File: src/rtl/compare_stream_monitor.sv
// Registered exact/wildcard operand comparison stage with valid/ready handshake,
// saturating match statistics and detection of runs of consecutive wildcard matches.
module compare_stream_monitor #(
    parameter int WIDTH   = 3,
    parameter int CW      = 8,
    parameter int RUN_LEN = 4
) (
    input  logic             clk,
    input  logic             rst_n,
    input  logic             clear,
    input  logic             in_valid,
    output logic             in_ready,
    input  logic [WIDTH-1:0] in_a,
    input  logic [WIDTH-1:0] in_b,
    input  logic [WIDTH-1:0] in_dc_mask,
    output logic             out_valid,
    input  logic             out_ready,
    output logic             out_eq,
    output logic             out_wild_eq,
    output logic             out_run_hit,
    output logic [CW-1:0]    eq_count,
    output logic [CW-1:0]    wild_count,
    output logic [CW-1:0]    total_count
);

    localparam int RW = $clog2(RUN_LEN + 1);

    typedef enum logic [1:0] {IDLE, COUNT, HIT} run_state_t;

    run_state_t    state, state_nxt;
    logic [RW-1:0] run_cnt, run_cnt_nxt;
    logic          hit_nxt;
    logic          accept;
    logic          eq_p0;
    logic          wild_p0;

    function automatic logic [CW-1:0] sat_inc(input logic [CW-1:0] v);
        return (v == '1) ? v : v + 1'b1;
    endfunction

    // Stage p0: combinational compare and handshake
    assign in_ready = !clear && (!out_valid || out_ready);
    assign accept   = in_valid && in_ready;
    assign eq_p0    = (in_a == in_b);
    assign wild_p0  = (((in_a ^ in_b) & ~in_dc_mask) == '0);

    // Once a run has flagged, further matches stay in HIT without re-flagging.
    always_comb begin
        state_nxt   = state;
        run_cnt_nxt = run_cnt;
        hit_nxt     = 1'b0;
        if (accept) begin
            if (!wild_p0) begin
                state_nxt   = IDLE;
                run_cnt_nxt = '0;
            end else if (state != HIT) begin
                run_cnt_nxt = run_cnt + 1'b1;
                if (run_cnt_nxt == RW'(RUN_LEN)) begin
                    state_nxt = HIT;
                    hit_nxt   = 1'b1;
                end else begin
                    state_nxt = COUNT;
                end
            end
        end
    end

    always_ff @(posedge clk or negedge rst_n) begin
        if (!rst_n) begin
            state   <= IDLE;
            run_cnt <= '0;
        end else if (clear) begin
            state   <= IDLE;
            run_cnt <= '0;
        end else begin
            state   <= state_nxt;
            run_cnt <= run_cnt_nxt;
        end
    end

    // Stage p1: registered result and statistics
    always_ff @(posedge clk or negedge rst_n) begin
        if (!rst_n) begin
            out_valid   <= 1'b0;
            out_eq      <= 1'b0;
            out_wild_eq <= 1'b0;
            out_run_hit <= 1'b0;
            eq_count    <= '0;
            wild_count  <= '0;
            total_count <= '0;
        end else if (clear) begin
            out_valid   <= 1'b0;
            out_eq      <= 1'b0;
            out_wild_eq <= 1'b0;
            out_run_hit <= 1'b0;
            eq_count    <= '0;
            wild_count  <= '0;
            total_count <= '0;
        end else if (accept) begin
            out_valid   <= 1'b1;
            out_eq      <= eq_p0;
            out_wild_eq <= wild_p0;
            out_run_hit <= hit_nxt;
            eq_count    <= eq_p0   ? sat_inc(eq_count)   : eq_count;
            wild_count  <= wild_p0 ? sat_inc(wild_count) : wild_count;
            total_count <= sat_inc(total_count);
        end else if (out_ready) begin
            out_valid <= 1'b0;
        end
    end

endmodule
File: config.mk
export PLATFORM = sky130hd
export DESIGN_NAME = compare_stream_monitor
export DESIGN_NICKNAME = d
export VERILOG_FILES = /design/src/rtl/compare_stream_monitor.sv
export SDC_FILE = /design/constraint.sdc
export NUM_CORES = 1
export LEC_CHECK = 0
export ABC_CLOCK_PERIOD_IN_PS = 5700
export CELL_PAD_IN_SITES_DETAIL_PLACEMENT = 0
export CELL_PAD_IN_SITES_GLOBAL_PLACEMENT = 1
export CORE_MARGIN = 5
export CORE_UTILIZATION = 40
export CTS_BUF_LIST = sky130_fd_sc_hd__clkbuf_16
export DETAILED_ROUTE_END_ITERATION = 7
export HOLD_SLACK_MARGIN = 0.1
export PLACE_DENSITY = 0.91
export SETUP_SLACK_MARGIN = 0.4
export SKIP_CTS_REPAIR_TIMING = 1
export SLEW_MARGIN = 20
export SYNTH_ARGS = -nofsm -noshare
export SYNTH_HDL_FRONTEND = slang
export SYNTH_SLANG_ARGS = --single-unit
export TNS_END_PERCENT = 5
File: constraint.sdc
create_clock -name clk -period 5.7 [get_ports clk]
set_input_delay 1.14 -clock clk [delete_from_list [all_inputs] [get_ports clk]]
set_output_delay 1.14 -clock clk [all_outputs]
set_load 0.03 [all_outputs]
==> metrics.md, run 1 <==
| Metric | Value |
|---|---|
| Crit path DAT | 2.63 ns |
| TritonCTS clock tree | done |
| Final hold vios | 0 |
| Peak VDD IR | between 150 and 200 uV |
| Layout cell share with drive strength beyond 1 | 0.0787 |
| CP delay by family, top | buffers and inverters |
| Max frequency | between 200 and 300 MHz |
| Clk buf depth | 2 |
| Slew Viols, Final | 0 |
| Largest net degree at the start of global routing | 34 |
| Fin Setup TNS | 0 ns |
| Max_cap viols | 0 |
| 1st-iter DRT viols | roughly 140 |
| Mean number of vias per cell | approximately 5.5 |
| Critical Path RT | 4.56 ns |
| Ys async rst share | 1.00 |
| GR Overflow Total | 0 |
| Die Wd | approximately 79 microns |
| Vias in the first global route | around 1600 |
| Crit path buffers/inverters | 3 |
| Yosys warns | 0 |
| Clock skew | about 0.0020 ns |
| Min-delay worst type | reg2reg |
| RSZ-0062 raised after global routing | no |
| CP dominant cell by count | clkdlybuf4s50_1 |
| H-tree depth reported by CTS | 2 |
| Fill cells | between 400 and 500 |
| Endpoints failing setup | 0 |
| Sequential share of the synthesized area | 0.435 |
| Die area | around 6200 sq um |
| All-Layer GR Usage | 0.148 |
| Dpl hpwl | about 3100 microns |
| Port bufs | 42 |
| Area delta synth->final | 32.2% |
| Die H | 78.9 microns |
| Leakage | roughly 1.0 nW |
| Critical path class | in2out |
| Drt wl/cell | 14.1 microns |
| Starting Density | 0.407 |
| Power Total | between 0.5 and 0.6 mW |
| Cell Pwr Density | 226 nW/um^2 |
| Total core area | about 4700 sq um |
| Synthesized area | between 1500 and 2000 sq um |
| Slew headroom | 0.373 |
| Syn_nets | about 230 |
| Crit path cell chain | clkdlybuf4s50_1 -> buf_4 -> nor2_1 -> clkdlybuf4s50_1 |
| Nets@finish | roughly 270 |
| Crit Path Max Fanout | 33 |
| Routability cong. | around 0.77 |
| Worst R2R Setup Slack | between 3 and 4 ns |
| Slowest CP cell | clkdlybuf4s50_1 |
| Reg area | approximately 830 sq um |
| Initial antenna violation count | 0 |
| EDFF count, synth | 0 |
| Max incr delay on CP | between 0.6 and 0.7 ns |
| N_diodes | 0 |
| Ys flop type | dfrtp_1 |
| CTS root buf | clkbuf_16 |
| Area of the multi-input gates | 973 sq um |
| Clk Latency, worst-skew pair | 0.27 ns |
| Row count | 25 |
| Most frequent cells in the layout | clkdlybuf4s50_1, dfrtp_1, nand2_1 |
| TritonCTS buffer count | 5 |
| Crit share post-route | 0.661 |
| Mapped Avg Cell Area | between 9 and 10 sq um |
| Distinct cells, synth | 40 |
| IO Pins | 43 |
| Status | completed |
| Mapped Cells | 210 |
| DRC violations left | 0 |
| Clock Pin Slew Worst Setup and Hold Paths | roughly 0.050 ns |
| Antenna-violating nets left | 0 |
| Register bit count reported by yosys | 33 |
| Slew of the pin with the lowest slew margin | about 0.93 ns |
| Worst setup EP type | output port |
| Total wire length | roughly 4300 microns |
| Min cycle time layout | 3.77 ns |
| Crit start category | input port |
| Commonest non-fill, non-tap cell in the layout | clkdlybuf4s50_1 |
| Via count | 1704 |
| Clock Sinks | 33 |
| First-pass GRT wire length | approximately 7500 microns |
| Drt pass-1 iters | 4 |
==> flip-flops by register name (all words and copies together), names as in the netlist, 2 cells and up <==
| register | flops |
|---|---|
| total_count | 8 |
| eq_count | 8 |
| wild_count | 8 |
| state | 2 |
| run_cnt | 3 |
==> worst paths after layout <==
kind / start / endpoint / cells after the start
setup / recovery: clear / in_ready / 4
hold / removal: out_run_hit$_DFFE_PN0P_ / out_run_hit$_DFFE_PN0P_ / 2
setup reg to reg: wild_count[0]$_DFFE_PN0P_ / wild_count[1]$_DFFE_PN0P_ / 5
hold reg to reg: out_run_hit$_DFFE_PN0P_ / out_run_hit$_DFFE_PN0P_ / 2
max in group asynchronous: rst_n / total_count[6]$_DFFE_PN0P_ / 2
min in group asynchronous: rst_n / out_run_hit$_DFFE_PN0P_ / 2
==> power by group <==
group          switching, mW  internal, mW  total (mW)
sequential           0.00529         0.240       0.245
combinational         0.0441        0.0276      0.0717
clock                 0.0930         0.158       0.251
total                  0.142         0.425       0.568
==> synth_stat cells, types with 2 or more instances <==
cell type / instances / area share
nand2b_1: 3 / 0.0099
clkbuf_1: 4 / 0.0079
or4_1: 4 / 0.016
o31ai_1: 6 / 0.024
and4_1: 3 / 0.014
nor3_1: 2 / 0.0053
a31o_2: 4 / 0.018
xor2_1: 4 / 0.018
nand2_1: 21 / 0.042
o21ai_0: 3 / 0.0079
a21oi_1: 16 / 0.042
dfrtp_1: 33 / 0.44
nor2_1: 14 / 0.028
mux2_2: 4 / 0.024
nand4_1: 11 / 0.036
inv_1: 15 / 0.030
nand3_1: 11 / 0.029
a31oi_1: 2 / 0.0066
ha_1: 5 / 0.033
nor4_1: 6 / 0.020
mux2i_1: 5 / 0.026
and3_1: 5 / 0.016
nor2b_1: 8 / 0.026
buf_2: 3 / 0.0079
buf_1: 2 / 0.0040
a311oi_1: 2 / 0.0092
==> cells by family after synthesis <==
family	Yosys count	share of synthesized area
simple gates	92	0.263
compound gates	42	0.149
flops	33	0.435
buf+inv	25	0.0514
mux	9	0.0501
fa+ha+maj	5	0.0330
xor+xnor	4	0.0185
==> layer usage <==
| layer | track usage | routed length, microns |
|---|---|---|
| met2 | 0.228 | 2000 |
| met3 | 0.0340 | 186 |
| met4 | 0.0447 | 42 |
| met5 | 0 | 0 |
| met1 | 0.207 | 2120 |
==> worst register-to-register path: stages (launching register included) <==
cell and delay [ns]:
dfrtp_1 0.42, ha_1 0.25, and3_1 0.23, a211oi_1 0.76
a21oi_1 0.15, a31o_2 0.24
==> final cells by class <==
class                           instances  share of cell area
Multi-Input combinational cell        152               0.388
Sequential cell                        33               0.329
Clock inverter                          3             0.00499
Clock buffer                            5              0.0499
Tap cell                               54              0.0269
Timing Repair Buffer                   45               0.177
Inverter                               16              0.0240
==> through the flow <==
step                 util  setup WS, ns  area (sq um)  instances  hold WS, ns
CTS                 0.538          1.92          2510        308        0.485
global placement    0.508          1.93          2370        300        0.464
global route        0.538          1.84          2510        308        0.506
floorplan               -          2.37          1900        210        0.475
finish              0.538          1.93          2510        308        0.481
detailed placement  0.508          1.94          2370        300        0.460
Note: power is estimated with default switching activity, not from simulation.
==> inputs of run 2 (changes only) <==
--- a/config.mk
+++ b/config.mk
@@ -5,15 +5,15 @@
 export SDC_FILE = /design/constraint.sdc
 export NUM_CORES = 1
 export LEC_CHECK = 0
-export ABC_CLOCK_PERIOD_IN_PS = 5700
+export ABC_CLOCK_PERIOD_IN_PS = 3900
 export CELL_PAD_IN_SITES_DETAIL_PLACEMENT = 0
 export CELL_PAD_IN_SITES_GLOBAL_PLACEMENT = 1
 export CORE_MARGIN = 5
-export CORE_UTILIZATION = 40
+export CORE_UTILIZATION = 37
 export CTS_BUF_LIST = sky130_fd_sc_hd__clkbuf_16
 export DETAILED_ROUTE_END_ITERATION = 7
 export HOLD_SLACK_MARGIN = 0.1
-export PLACE_DENSITY = 0.91
+export PLACE_DENSITY = 0.86
 export SETUP_SLACK_MARGIN = 0.4
 export SKIP_CTS_REPAIR_TIMING = 1
 export SLEW_MARGIN = 20
==> constraint.sdc (replaced) <==
create_clock -name clk -period 3.9 [get_ports clk]
set_input_delay 0.78 -clock clk [delete_from_list [all_inputs] [get_ports clk]]
set_output_delay 0.78 -clock clk [all_outputs]
set_load 0.03 [all_outputs]
==> metrics.md, run 2 (synthesis results as in run 1) <==
| Metric | Value |
|---|---|
| Crit share post-route | 0.789 |
| Dpl hpwl | 3210 microns (+4.7%) |
| Status | completed |
| H-tree depth reported by CTS | 2 (unchanged) |
| Cell Count, Final, Fillers Out | 325 (+5.5%) |
| DRC violations left | 0 (unchanged) |
| Mean number of vias per cell | 5.35 (-3.3%) |
| GR Overflow Total | 0 (unchanged) |
| Hold depth | 2 (unchanged) |
| Largest net degree at the start of global routing | 34 (unchanged) |
| Fin Setup TNS | 0 ns (unchanged) |
| Biggest regs | eq_count: 8 flops, total_count: 8 flops, wild_count: 8 flops |
| Vias in the first global route | 1684 (+7.1%) |
| Slew of the pin with the lowest slew margin | 0.905 ns (-0.0288 ns) |
| Area delta synth->final | 33.9% |
| Final core occ | 0.504 (-0.0343) |
| Max_cap viols | 0 (unchanged) |
| Hold path start | out_run_hit$_DFFE_PN0P_ |
| Die H | 81.6 microns (+3.5%) |
| IO Pins | 43 (unchanged) |
| Clock skew | 0.00351 ns (+0.00154 ns) |
| Peak VDD IR | 262 uV (+67%) |
| Port bufs | 42 (unchanged) |
| Drt pass-1 iters | 4 (unchanged) |
| Clk buf depth | 2 (unchanged) |
| Nets@finish | 273 (+0.37%) |
| TritonCTS clock tree | done |
| Fill cells | 493 (+14%) |
| 1st-iter DRT viols | 90 (-37%) |
| Worst setup EP type | output port |
| Critical Path RT | 3.12 ns (-1.44 ns) |
| Crit Path Max Fanout | 6 (-82%) |
| Clk Latency, worst-skew pair | 0.28 ns (about the same) |
| Total core area | 5040 sq um (+8.2%) |
| Antenna-violating nets left | 0 (unchanged) |
| Power share of the sequential group | 0.424 (-0.008) |
| Initial antenna violation count | 0 (unchanged) |
| Via count | 1738 (+2.0%) |
| RSZ-0062 raised after global routing | no |
| Min-delay worst type | reg2reg |
| Commonest non-fill, non-tap cell in the layout | clkdlybuf4s50_1 |
| Placed cell count | 317 (+5.7%) |
| Reg2reg start | wild_count[0]$_DFFE_PN0P_ |
| CTS root buf | clkbuf_16 |
| Max frequency | about 320 MHz |
| Critical path class | in2out |
| Layout cell share with drive strength beyond 1 | 0.0902 (+0.0115) |
| Internal Power | 0.625 mW (+47%) |
| Clock Sinks | 33 (unchanged) |
| N_diodes | 0 (unchanged) |
| Slew Viols, Final | 0 (unchanged) |
| TritonCTS buffer count | 5 (unchanged) |
| R2R Path End | wild_count[1]$_DFFE_PN0P_ |
| Crit start category | input port |
| Total wire length | 4600 microns (+5.8%) |
| Clock power share | 0.449 (+0.007) |
| Worst r2r path cells | 5 (unchanged) |
| Most frequent cells in the layout | clkdlybuf4s50_1, dfrtp_1, nand2_1 |
| Clock Pin Slew Worst Setup and Hold Paths | 0.05 ns (about the same) |
| Endpoints failing setup | 0 (unchanged) |
| Min cycle time layout | 3.08 ns |
| Slew headroom | 0.393 (+0.0193) |
| Leakage | 1.05 nW (+0.58%) |
| Routability cong. | 0.770 (+0.52%) |
| Logic pwr share | 0.126 (about the same) |
| All-Layer GR Usage | 0.154 (+0.00615) |
| Switching share of power | 0.260 (+0.00928) |
| Row count | 26 (+4.0%) |
| Worst R2R Setup Slack | 1.76 ns (-1.78 ns) |
| Die Wd | 81.6 microns (+3.5%) |
| First-pass GRT wire length | 7940 microns (+6.4%) |
| Power Total | 0.845 mW (+49%) |
| Crit path DAT | 2.30 ns (-0.33 ns) |
| Hold worst-path end | out_run_hit$_DFFE_PN0P_ |
| NetSw | 0.220 mW (+54%) |
| Drt wl/cell | 14.2 microns (+0.31%) |
| Final hold vios | 0 (unchanged) |
| Cell Pwr Density | 333 nW/um^2 (+47%) |
| Die area | 6660 sq um (+7.1%) |
| Starting Density | 0.376 (-0.0308) |
run 2: cell count changes in the layout (fill, tap and decap cells not counted), sizes merged:
cell	delta
buf	+1
clkinv	-1
clkinvlp	+1
run 2: power groups by stage:
stage | Clock (mW) | Combinational [mW] | Sequential [mW]
2_1_floorplan | 0 | 0.0473 | 0.375
3_3_place_gp | 0 | 0.106 | 0.364
3_5_place_dp | 0 | 0.108 | 0.365
4_1_cts | 0.388 | 0.108 | 0.359
5_1_grt | 0.407 | 0.119 | 0.360
6_report | 0.380 | 0.107 | 0.359
run 2: area by class of cell:
type | count | area (sq um) | share of cell area
well taps | 70 | 87.6 | 0.0345
clock inverters | 3 | 17.5 | 0.00690
repair buffers | 46 | 450 | 0.177
flip-flops and latches | 33 | 826 | 0.325
clock buffers | 5 | 125 | 0.0493
multi-input cells | 152 | 973 | 0.383
inverters | 16 | 60.1 | 0.0236
run 2: worst max-delay path by stage:
stage / startpoint / endpoint / slack [ns] / cells after the start
5_1_grt: out_ready / in_ready / 0.78 / 4
3_5_place_dp: out_ready / in_ready / 0.85 / 4
4_1_cts: out_ready / in_ready / 0.83 / 4
6_report: out_ready / in_ready / 0.82 / 4
2_1_floorplan: clear / in_ready / 1.29 / 4
3_3_place_gp: out_ready / in_ready / 0.84 / 4
run 2: routing by layer:
metal  routed length [microns]  track usage  part of all wire
met5                         0            0                 0
met1                      2190        0.208              0.48
met4                        55       0.0598             0.012
met2                      2170        0.239              0.47
met3                       186       0.0351             0.040
run 2: worst max-delay path, cell delays in order:
cell and delay, ns:
clkdlybuf4s50_1 0.43, nor2b_1 0.37, nor2_1 0.11, clkdlybuf4s50_1 0.61
run 2: stage by stage:
step | instance area [sq um] | hold slack [ns] | worst slack [ns]
floorplan | 1900 | 0.475 | 1.29
global placement | 2400 | 0.467 | 0.838
detailed placement | 2400 | 0.460 | 0.847
CTS | 2540 | 0.483 | 0.830
global route | 2540 | 0.510 | 0.779
finish | 2540 | 0.482 | 0.822
==> inputs of run 3 (changes only) <==
--- a/config.mk
+++ b/config.mk
@@ -5,7 +5,7 @@
 export SDC_FILE = /design/constraint.sdc
 export NUM_CORES = 1
 export LEC_CHECK = 0
-export ABC_CLOCK_PERIOD_IN_PS = 3900
+export ABC_CLOCK_PERIOD_IN_PS = 2900
 export CELL_PAD_IN_SITES_DETAIL_PLACEMENT = 0
 export CELL_PAD_IN_SITES_GLOBAL_PLACEMENT = 1
 export CORE_MARGIN = 5
==> constraint.sdc (replaced) <==
create_clock -name clk -period 2.9 [get_ports clk]
set_input_delay 0.58 -clock clk [delete_from_list [all_inputs] [get_ports clk]]
set_output_delay 0.58 -clock clk [all_outputs]
set_load 0.03 [all_outputs]
==> metrics.md, run 3 (synthesis results as in run 1) <==
| Metric | Value |
|---|---|
| Starting Density | 0.376 (unchanged) |
| Crit start category | input port |
| Clock Pin Slew Worst Setup and Hold Paths | 0.05 ns (about the same) |
| TritonCTS clock tree | done |
| Row count | 26 (unchanged) |
| 1st-iter DRT viols | 148 (+64%) |
| Antenna-violating nets left | 0 (unchanged) |
| Min-delay worst type | reg2reg |
| Drt wl/cell | 13.8 microns (-2.4%) |
| TritonCTS buffer count | 5 (unchanged) |
| Mean number of vias per cell | 5.24 (-1.9%) |
| Endpoints failing setup | 0 (unchanged) |
| Worst R2R Setup Slack | 1.01 ns (-0.75 ns) |
| Worst setup EP type | output port |
| Initial antenna violation count | 0 (unchanged) |
| Peak VDD IR | 312 uV (+19%) |
| Via count | 1715 (-1.3%) |
| Biggest regs | eq_count: 8 flops, total_count: 8 flops, wild_count: 8 flops |
| Max_cap viols | 0 (unchanged) |
| Slew Viols, Final | 0 (unchanged) |
| Fin Setup TNS | 0 ns (unchanged) |
| Drt pass-1 iters | 4 (unchanged) |
| N_diodes | 0 (unchanged) |
| Die area | 6660 sq um (unchanged) |
| Port bufs | 42 (unchanged) |
| Die Wd | 81.6 microns (unchanged) |
| CTS root buf | clkbuf_16 |
| IO Pins | 43 (unchanged) |
| Nets@finish | 275 (+0.73%) |
| Commonest non-fill, non-tap cell in the layout | clkdlybuf4s50_1 |
| Clk Latency, worst-skew pair | 0.27 ns (about the same) |
| Fill cells | 475 (-3.7%) |
| Dpl hpwl | 3210 microns (about the same) |
| Crit Path Max Fanout | 6 (unchanged) |
| Clock skew | 0.00277 ns (-0.000741 ns) |
| First-pass GRT wire length | 7930 microns (about the same) |
| Min cycle time layout | 2.26 ns |
| Area delta synth->final | 34.3% |
| All-Layer GR Usage | 0.150 (-0.00392) |
| Clk buf depth | 2 (unchanged) |
| Crit path DAT | 1.68 ns (-0.62 ns) |
| Reg2reg start | total_count[0]$_DFFE_PN0P_ |
| Worst r2r path cells | 5 (unchanged) |
| Total core area | 5040 sq um (unchanged) |
| Total wire length | 4520 microns (-1.8%) |
| DRC violations left | 0 (unchanged) |
| Crit share post-route | 0.780 |
| R2R Path End | total_count[1]$_DFFE_PN0P_ |
| Leakage | 1.06 nW (+0.94%) |
| Hold depth | 2 (unchanged) |
| Slew headroom | 0.494 (+0.102) |
| Layout cell share with drive strength beyond 1 | 0.0934 (+0.00319) |
| GR Overflow Total | 0 (unchanged) |
| Status | completed |
| Critical path class | in2out |
| Hold worst-path end | out_wild_eq$_DFFE_PN0P_ |
| Final worst setup slack | 0.638 ns (-0.185 ns) |
| Hold_ws | 0.481 ns (-0.00104 ns) |
| Clock Sinks | 33 (unchanged) |
| Max frequency | around 440 MHz |
| Post-Place Setup Slack | 0.362 ns (-0.485 ns) |
| RSZ-0062 raised after global routing | no |
| Cell Pwr Density | 440 nW/um^2 (+32%) |
| Vias in the first global route | 1682 (-0.12%) |
| H-tree depth reported by CTS | 2 (unchanged) |
| Critical Path RT | 2.32 ns (-0.80 ns) |
| Routability cong. | 0.786 (+2.1%) |
| Final hold vios | 0 (unchanged) |
| Largest net degree at the start of global routing | 34 (unchanged) |
| Hold path start | out_wild_eq$_DFFE_PN0P_ |
| Slew of the pin with the lowest slew margin | 0.749 ns (-0.157 ns) |
| Most frequent cells in the layout | clkdlybuf4s50_1, dfrtp_1, nand2_1 |
| Die H | 81.6 microns (unchanged) |
## run 3: worst max-delay path by stage
stage / startpoint / slack, ns / endpoint
floorplan: clear / 0.69 / in_ready
global placement: in_valid / 0.38 / eq_count[7]$_DFFE_PN0P_
detailed placement: in_valid / 0.36 / eq_count[7]$_DFFE_PN0P_
CTS: clear / 0.61 / in_ready
global route: in_valid / 0.56 / eq_count[5]$_DFFE_PN0P_
finish: out_ready / 0.64 / in_ready
## run 3: power by group
part	internal, mW	switching, mW	total [mW]
sequential	0.472	0.0109	0.483
combinational	0.0567	0.0871	0.144
clock	0.310	0.184	0.493
total	0.838	0.282	1.12
## run 3: worst max-delay path: stages
cell and delay (ns):
clkdlybuf4s50_1 0.44, nor2b_1 0.37, nor2_1 0.11, buf_4 0.19
## run 3: final cells by class
class	instances	area (sq um)	share of cell area
flip-flops and latches	33	826	0.324
well taps	70	87.6	0.0344
clock buffers	5	125	0.0491
clock inverters	3	12.5	0.00491
inverters	16	60.1	0.0236
multi-input cells	152	973	0.382
repair buffers	48	463	0.182
## run 3: layer usage
metal,wire length (microns),part of all wire,vias to the layer above,track usage
met5,0,0,-,0
met4,20,0.0044,0,0.0299
met3,248,0.055,3,0.0373
met2,2140,0.47,38,0.239
met1,2110,0.47,804,0.209
li1,-,-,870,-
## run 3: per-stage QoR
step                std cells   util  total power [mW]  instance area [sq um]
floorplan                 210      -             0.567                   1900
global placement          319  0.478             0.635                   2410
detailed placement        319  0.478             0.636                   2410
CTS                       327  0.505              1.14                   2550
global route              327  0.505              1.18                   2550
finish                    327  0.505              1.12                   2550
